==> config.mk <==
export PLATFORM = sky130hd
export DESIGN_NAME = seq_mult_acc
export DESIGN_NICKNAME = d
export VERILOG_FILES = /design/src/rtl/mult_pkg.sv /design/src/rtl/seq_mult_core.sv /design/src/rtl/seq_mult_acc.sv
export SDC_FILE = /design/constraint.sdc
export NUM_CORES = 1
export LEC_CHECK = 0
export CORE_MARGIN = 2
export CORE_UTILIZATION = 58
export DETAILED_ROUTE_END_ITERATION = 16
export GPL_ROUTABILITY_DRIVEN = 0
export HOLD_SLACK_MARGIN = 0.03
export PLACE_DENSITY = 0.81
export SLEW_MARGIN = 10
export SYNTH_ARGS = -nofsm -noshare
export SYNTH_HDL_FRONTEND = slang
export SYNTH_HIERARCHICAL = 1
export SYNTH_SLANG_ARGS = --single-unit
==> constraint.sdc <==
create_clock -name clk -period 5 [get_ports clk]
set_input_delay 1 -clock clk [delete_from_list [all_inputs] [get_ports clk]]
set_output_delay 1 -clock clk [all_outputs]
set_load 0.05 [all_outputs]
==> src/rtl/mult_pkg.sv <==
// mult_pkg: shared FSM state type and product-extension helper for seq_mult_acc.
package mult_pkg;
    typedef enum logic [1:0] {IDLE, BUSY, FIX, DONE} state_t;
    localparam int MAX_W = 128;
    // Extends the low w bits of v to MAX_W bits, sign-filling when sgn is set.
    function automatic logic [MAX_W-1:0] ext(input logic [MAX_W-1:0] v, input int w, input logic sgn);
        logic [MAX_W-1:0] r;
        for (int i = 0; i < MAX_W; i++) r[i] = (i < w) ? v[i] : (sgn & v[w-1]);
        return r;
    endfunction
endpackage

==> src/rtl/seq_mult_core.sv <==
// seq_mult_core: unsigned shift-add multiplier, one partial-product step per enabled cycle.
module seq_mult_core #(
    parameter int W = 8
) (
    input  logic           clk,
    input  logic           rst_n,
    input  logic           i_start,
    input  logic           i_step,
    input  logic [W-1:0]   i_x,
    input  logic [W-1:0]   i_y,
    output logic [2*W-1:0] o_prod,
    output logic           o_last
);
    localparam int CW = $clog2(W + 1);
    logic [W-1:0]   r_mcand;
    logic [W-1:0]   r_mplier;
    logic [2*W-1:0] r_pp;
    logic [CW-1:0]  r_cnt;
    logic [W:0]     w_sum;
    // Add into the upper half, then shift the whole partial product right.
    assign w_sum  = {1'b0, r_pp[2*W-1:W]} + (r_mplier[0] ? {1'b0, r_mcand} : '0);
    assign o_prod = r_pp;
    assign o_last = r_cnt == CW'(1);
    always_ff @(posedge clk or negedge rst_n) begin
        if (!rst_n) begin
            r_mcand  <= '0;
            r_mplier <= '0;
            r_pp     <= '0;
            r_cnt    <= '0;
        end else if (i_start) begin
            r_mcand  <= i_x;
            r_mplier <= i_y;
            r_pp     <= '0;
            r_cnt    <= CW'(W);
        end else if (i_step && r_cnt != '0) begin
            r_pp     <= {w_sum, r_pp[W-1:1]};
            r_mplier <= r_mplier >> 1;
            r_cnt    <= r_cnt - CW'(1);
        end
    end
endmodule

==> src/rtl/seq_mult_acc.sv <==
// seq_mult_acc: sequential signed/unsigned multiply-accumulate with valid/ready handshakes.
module seq_mult_acc
    import mult_pkg::*;
#(
    parameter int W     = 8,
    parameter int ACC_W = 2*W + 4
) (
    input  logic             clk,
    input  logic             rst_n,
    input  logic             in_valid,
    output logic             in_ready,
    input  logic [W-1:0]     in_x,
    input  logic [W-1:0]     in_y,
    input  logic             in_signed,
    input  logic             in_acc,
    output logic             out_valid,
    input  logic             out_ready,
    output logic [2*W-1:0]   out_prod,
    output logic [ACC_W-1:0] out_acc,
    output logic             out_ovf
);
    if (W < 2) begin : g_bad_w
        $error("seq_mult_acc: W must be >= 2");
    end
    if (ACC_W < 2*W || ACC_W > MAX_W) begin : g_bad_acc
        $error("seq_mult_acc: ACC_W must be in [2*W, MAX_W]");
    end
    state_t           r_state, w_next;
    logic [W-1:0]     r_x, r_y;
    logic             r_sgn, r_accm, r_ovf;
    logic [ACC_W-1:0] r_acc, w_ext;
    logic [2*W-1:0]   r_prod, w_uprod, w_fix;
    logic [ACC_W:0]   w_sum;
    logic             w_accept, w_last, w_sovf;
    assign w_accept = in_valid && in_ready;
    seq_mult_core #(.W(W)) u_core (
        .clk     (clk),
        .rst_n   (rst_n),
        .i_start (w_accept),
        .i_step  (r_state == BUSY),
        .i_x     (in_x),
        .i_y     (in_y),
        .o_prod  (w_uprod),
        .o_last  (w_last)
    );
    // A negative operand's MSB weighs -2^(W-1), so subtract the other operand shifted by W.
    assign w_fix  = w_uprod - ((r_sgn && r_x[W-1]) ? {r_y, {W{1'b0}}} : '0)
                            - ((r_sgn && r_y[W-1]) ? {r_x, {W{1'b0}}} : '0);
    assign w_ext  = ACC_W'(ext(MAX_W'(w_fix), 2*W, r_sgn));
    assign w_sum  = {1'b0, r_acc} + {1'b0, w_ext};
    assign w_sovf = (r_acc[ACC_W-1] == w_ext[ACC_W-1]) && (w_sum[ACC_W-1] != r_acc[ACC_W-1]);
    always_ff @(posedge clk or negedge rst_n) begin
        if (!rst_n) r_state <= IDLE;
        else        r_state <= w_next;
    end
    always_comb begin
        w_next = (r_state == IDLE) ? (in_valid ? BUSY : IDLE) :
                 (r_state == BUSY) ? (w_last ? FIX : BUSY) :
                 (r_state == FIX)  ? DONE :
                 (out_ready ? IDLE : DONE);
    end
    always_comb begin
        in_ready  = r_state == IDLE;
        out_valid = r_state == DONE;
    end
    always_ff @(posedge clk or negedge rst_n) begin
        if (!rst_n) begin
            r_x    <= '0;
            r_y    <= '0;
            r_sgn  <= 1'b0;
            r_accm <= 1'b0;
            r_acc  <= '0;
            r_prod <= '0;
            r_ovf  <= 1'b0;
        end else if (w_accept) begin
            r_x    <= in_x;
            r_y    <= in_y;
            r_sgn  <= in_signed;
            r_accm <= in_acc;
        end else if (r_state == FIX) begin
            r_prod <= w_fix;
            r_acc  <= r_accm ? w_sum[ACC_W-1:0] : w_ext;
            r_ovf  <= r_accm && (r_sgn ? w_sovf : w_sum[ACC_W]);
        end
    end
    assign out_prod = r_prod;
    assign out_acc  = r_acc;
    assign out_ovf  = r_ovf;
endmodule

**Yosys cells after proc, flatten, opt, wreduce, memory -nomap -nowiden**

Cells that the tools add are included.

- Bitwise operators: 2
- Equality and inequality tests: 6
- Add/sub/neg operators: 5
- Mux-type cells: 17
- Reductions and logical operators: 10

Operators by type and width:

| cell | number |
|---|---|
| $mux 16 | 4 |
| $sub 16x16->16 | 2 |
| $mux 8 | 3 |
| $add 20x20->21 | 1 |
| $mux 20 | 1 |
| $mux 2 | 5 |
| $add 8x9->9 | 1 |
| $mux 4 | 2 |
| $logic_and 1x1->1 | 6 |
| $eq 2x2->1 const B | 2 |
| $eq 4x1->1 const B | 1 |
| $reduce_bool 4->1 | 1 |
| $sub 4x1->4 const B | 1 |
| $eq 2x1->1 const B | 1 |
| $logic_not 2->1 | 1 |
| $mux 1 | 2 |
| $reduce_and 2->1 | 1 |
| $reduce_bool 2->1 | 1 |
| $and 1x1->1 | 1 |
| $eq 1x1->1 | 1 |
| $ne 1x1->1 | 1 |
| $not 1->1 | 1 |

- Bits of input ports: 22
- Flip-flop bits (word level): 85
- Logic and storage cells: 51
- Output and inout port bits: 39

**Logic depth before layout (Yosys ltp)**

- Word-level depth: 10
- Depth in mapped cells: 19
- Depth with buffers taken out: 16

**Modules after synthesis**

The synthesis kept the hierarchy.

Modules (own cells, without submodules):

| module | instances | cells an instance | area each (µm²) | seq. area each (µm²) |
|---|---|---|---|---|
| seq_mult_acc | 1 | 443 | 3973.8 | 1426.4 |
| seq_mult_core | 1 | 194 | 1944.4 | 900.9 |

**Worst setup path before layout**

Ideal clock, no wire load.

- Path type: register -> register
- Start point: register r_sgn
- End point: register r_ovf, in the netlist out_ovf
- Clock period less this slack: 4324 ps
- Arrival time: 4238 ps
- Path buffers: 2
- Required time: 4914 ps
- Cell stages (with the launch flop): 19
- Slack: 676 ps
- Library setup time: 86 ps
- Cell sequence: dfrtp_1 > clkbuf_1 > clkbuf_1 > and3_1 > fa_1 > inv_1 > ha_1 > o211ai_1 > a21oi_1 > o21a_1 > o211a_1 > and2_1 > ha_1 > and3_1 > nand3_1 > or3_1 > o221a_2 > and3b_1 > nor3_1

- Cells in the longest elaborated chain, start to end: 10
- Elaborated cells on any way between the ends: 13
- Classes of those cells: add/sub: 3; eq/ne: 2; mux: 3; bitwise: 1; reduce/logical: 4

RTL lines:

| item | line | RTL |
|---|---|---|
| start, declared | seq_mult_acc.sv:30 | `logic r_sgn, r_accm, r_ovf;` |
| start signal, assigned | seq_mult_acc.sv:78 | `r_sgn <= in_signed;` |
| $logic_and 1x1->1 | seq_mult_acc.sv:47 | `assign w_fix = w_uprod - ((r_sgn && r_x[W-1]) ? {r_y, {W{1'b0}}} : '0)` |
| $mux 16 | seq_mult_acc.sv:47 |  |
| $sub 16x16->16 | seq_mult_acc.sv:47 |  |
| $sub 16x16->16 (*) | seq_mult_acc.sv:48 | `- ((r_sgn && r_y[W-1]) ? {r_x, {W{1'b0}}} : '0);` |
| named net w_ext[15] | seq_mult_acc.sv:31 | `logic [ACC_W-1:0] r_acc, w_ext;` |
| $and 1x1->1 | n/a |  |
| $add 20x20->21 | seq_mult_acc.sv:50 | `assign w_sum = {1'b0, r_acc} + {1'b0, w_ext};` |
| $ne 1x1->1 | seq_mult_acc.sv:51 | `assign w_sovf = (r_acc[ACC_W-1] == w_ext[ACC_W-1]) && (w_sum[ACC_W-1] != r_acc[ACC_W-1]);` |
| $logic_and 1x1->1 | seq_mult_acc.sv:51 |  |
| $mux 1 (*) | seq_mult_acc.sv:83 | `r_ovf <= r_accm && (r_sgn ? w_sovf : w_sum[ACC_W]);` |
| $logic_and 1x1->1 (*) | seq_mult_acc.sv:83 |  |
| end signal, assigned | seq_mult_acc.sv:83 |  |
| end, declared | seq_mult_acc.sv:30 |  |

Mark *: on every way through the listed nets, which the timed path passes. The rest lies on a longest branch.
A chain may end at the register's enable or synchronous reset.

**Final worst setup path**

Same ends and word-level chain as after synthesis.

==> results by group <==
STA
  • Endpoints failing hold: 0
  • Worst Skew: around 13 ps
  • Final Max Slew Viols: 0
  • Worst slew pin tran: 1140 ps
  • Tcrit/Tclk final: between 90 and 100%
  • Slew margin rel.: 23.6%
  • Final setup viols: 0
  • Tmin final: about 4600 ps
  • RSZ-0062 raised after global routing: no
  • TNS Setup: 0 ps
  • FMAX: 0.216 GHz

Synthesis
  • Number of synthesized register bits: 93
  • Synth Cell Area: about 5900 um2
  • Mean area per synthesized cell: between 9 and 10 um2
  • Sequential area share after synthesis: approximately two fifths
  • Async SR Flop Fraction: between 90% and 100%
  • Syn nets: 707
  • Post-synth EDFFs: 0
  • Post-Syn Instances: between 600 and 700
  • Post-synth cell types: 63
  • Yosys warns: 6
  • Primary FF master, synth: dfrtp_1

Global route
  • Vias in the first global route: between 4000 and 5000
  • All-Layer GR Usage: about a quarter
  • Largest net degree at the start of global routing: a little under 60
  • Global route overflow: 0
  • Initial antenna violation count: 0
  • First-pass GRT wire length: between 20000 and 25000 um

Clock network
  • Hold_buf cts: 0
  • Clk_lat worst skew: between 300 and 400 ps
  • Clk sink count: 93
  • CTS clk-pin slew, worst paths: approximately 90 ps
  • CTS tree: built
  • Root Buffer: clkbuf_8
  • Total CTS buffers: 9
  • H-tree depth: 3
  • Max Buffers Root-to-Sink: 2

Die
  • Total I/O pin count: just over 60
  • Die Ht: approximately 110 um
  • CORE AREA: a little under 10000 um2
  • Die footprint: ~11000 um2
  • DIE WIDTH: 105 um
  • Rows: 36
  • Starting Density: roughly 60%

Setup path
  • Critical path capture point type: register
  • CP required: between 5000 and 6000 ps
  • Worst setup SP type: register
  • Critical Path Fanout Max: 20
  • Setup CP Type: reg -> reg
  • Crit path DAT: approximately 4900 ps

Min path
  • Type of the most critical hold path: reg -> reg

Flow run
  • Max cap viols: 0

Placement
  • Port bufs: 60
  • Post-DP HPWL: just over 10000 um

Detailed routing
  • Final wirelength: 13500 um
  • Drt via density: around 6.1
  • First drt pass iteration count: 7
  • DRC viols: 0
  • DRT antenna net count: 0
  • Vias: 4949
  • Wire length per cell: 16.5 um
  • First DRT Iteration DRCs: ~290

Final layout
  • Most frequent cells in the layout: 96 x nand2_1, 92 x dfrtp_1, 59 x clkdlybuf4s50_1
  • Share of cells above drive strength 1: between 8 and 9%
  • Commonest non-fill, non-tap cell in the layout: nand2_1
  • Area grow syn2layout: 13.8%
  • Ant diodes: 0
  • Nets: between 700 and 800
  • Filler instances: around 800

Outcome
  • Status: finished, final reports clean
[synthesized netlist by cell type (all sizes together) (8+ instances only)]
library cell	number	area share, %
nand2	97	6.2
inv	34	2.2
dfrtp	93	39
a21o	8	1.0
ha	39	8.2
mux2	26	4.9
o21ai	41	3.6
and2	12	1.3
xnor2	9	1.3
nor3	11	0.93
xor2	10	1.5
a211oi	8	1.2
nor2	34	2.2
fa	9	3.0
and3	18	1.9
clkbuf	25	1.6
nand3	17	1.4
a21oi	46	3.9
mux2i	15	2.5
[worst paths after layout]
check,cells after the start,slack (ps),start,to
max,16,370,r_sgn,out_ovf
min,2,480,out_prod[12],out_prod[12]
max reg2reg,16,370,r_sgn,out_ovf
min reg2reg,2,480,out_prod[12],out_prod[12]
max in group asynchronous,2,3350,rst_n,r_sgn
min in group asynchronous,1,690,rst_n,u_core/r_cnt[0]
[registers in the layout, summed over array words and instances (netlist names), 2 cells and up]
name / count
r_x: 8
u_core/r_mcand: 8
r_state: 2
out_acc: 20
r_y: 8
u_core/r_mplier: 8
out_prod: 16
u_core/o_prod: 16
u_core/r_cnt: 4
[worst max-delay path, cell delays in order (launching register included)]
cell and delay (ps):
dfrtp_2 530, and3_1 240, fa_1 500, inv_1 50, ha_1 360, o211ai_1 270
a21oi_1 140, o21a_1 200, o211a_1 300, and2_1 260, ha_1 400, and3_1 250
nand3_1 100, or3_1 320, o221a_2 290, and3b_1 180, nor3_1 160
[area by class of cell]
class	instances	area [um2]	area share, %
tap	133	166	2.47
inverter	36	135	2.01
timing repair buffer	64	628	9.32
multi-input combinational	476	3300	49.0
clock inverter	5	35.0	0.520
sequential	93	2330	34.6
clock buffer	11	141	2.10
[cells by family (layout without fill, tap and decap cells)]
logic type | count (synthesis) | in the layout | synth area share, %
simple gates | 211 | 211 | 16.5
fa+ha+maj | 48 | 48 | 11.3
flops | 93 | 93 | 39.3
buf+inv | 68 | 116 | 4.90
mux | 41 | 41 | 7.48
xor+xnor | 19 | 19 | 2.81
compound gates | 157 | 157 | 17.7
[routing by layer]
layer / GRT usage (%) / up-vias / share of wire, %
li1: - / 2333 / -
met2: 44.2 / 208 / 50
met3: 4.74 / 27 / 7.3
met5: 0 / - / 0
met4: 7.24 / 0 / 1.7
met1: 31.9 / 2381 / 41
[repair_timing]
action | CTS | global route
endpoints found under the setup margin | 0 | 1
setup buffers | 0 | 0
resized for setup | 0 | 1
[metrics by stage]
stage          setup WS, ps  instance area, um2  cells  hold WS, ps  util, %
6_report                368                6740    818          484     68.6
5_1_grt                 106                6740    818          521     68.6
4_1_cts                 316                6740    818          490     68.6
3_5_place_dp            347                6560    802          471     66.8
3_3_place_gp            552                6560    802          462     66.8
2_1_floorplan           676                5920    637          472        -
Power is not shown: default switching activity piles up to over one toggle a cycle in this logic, so the estimate is an artifact.
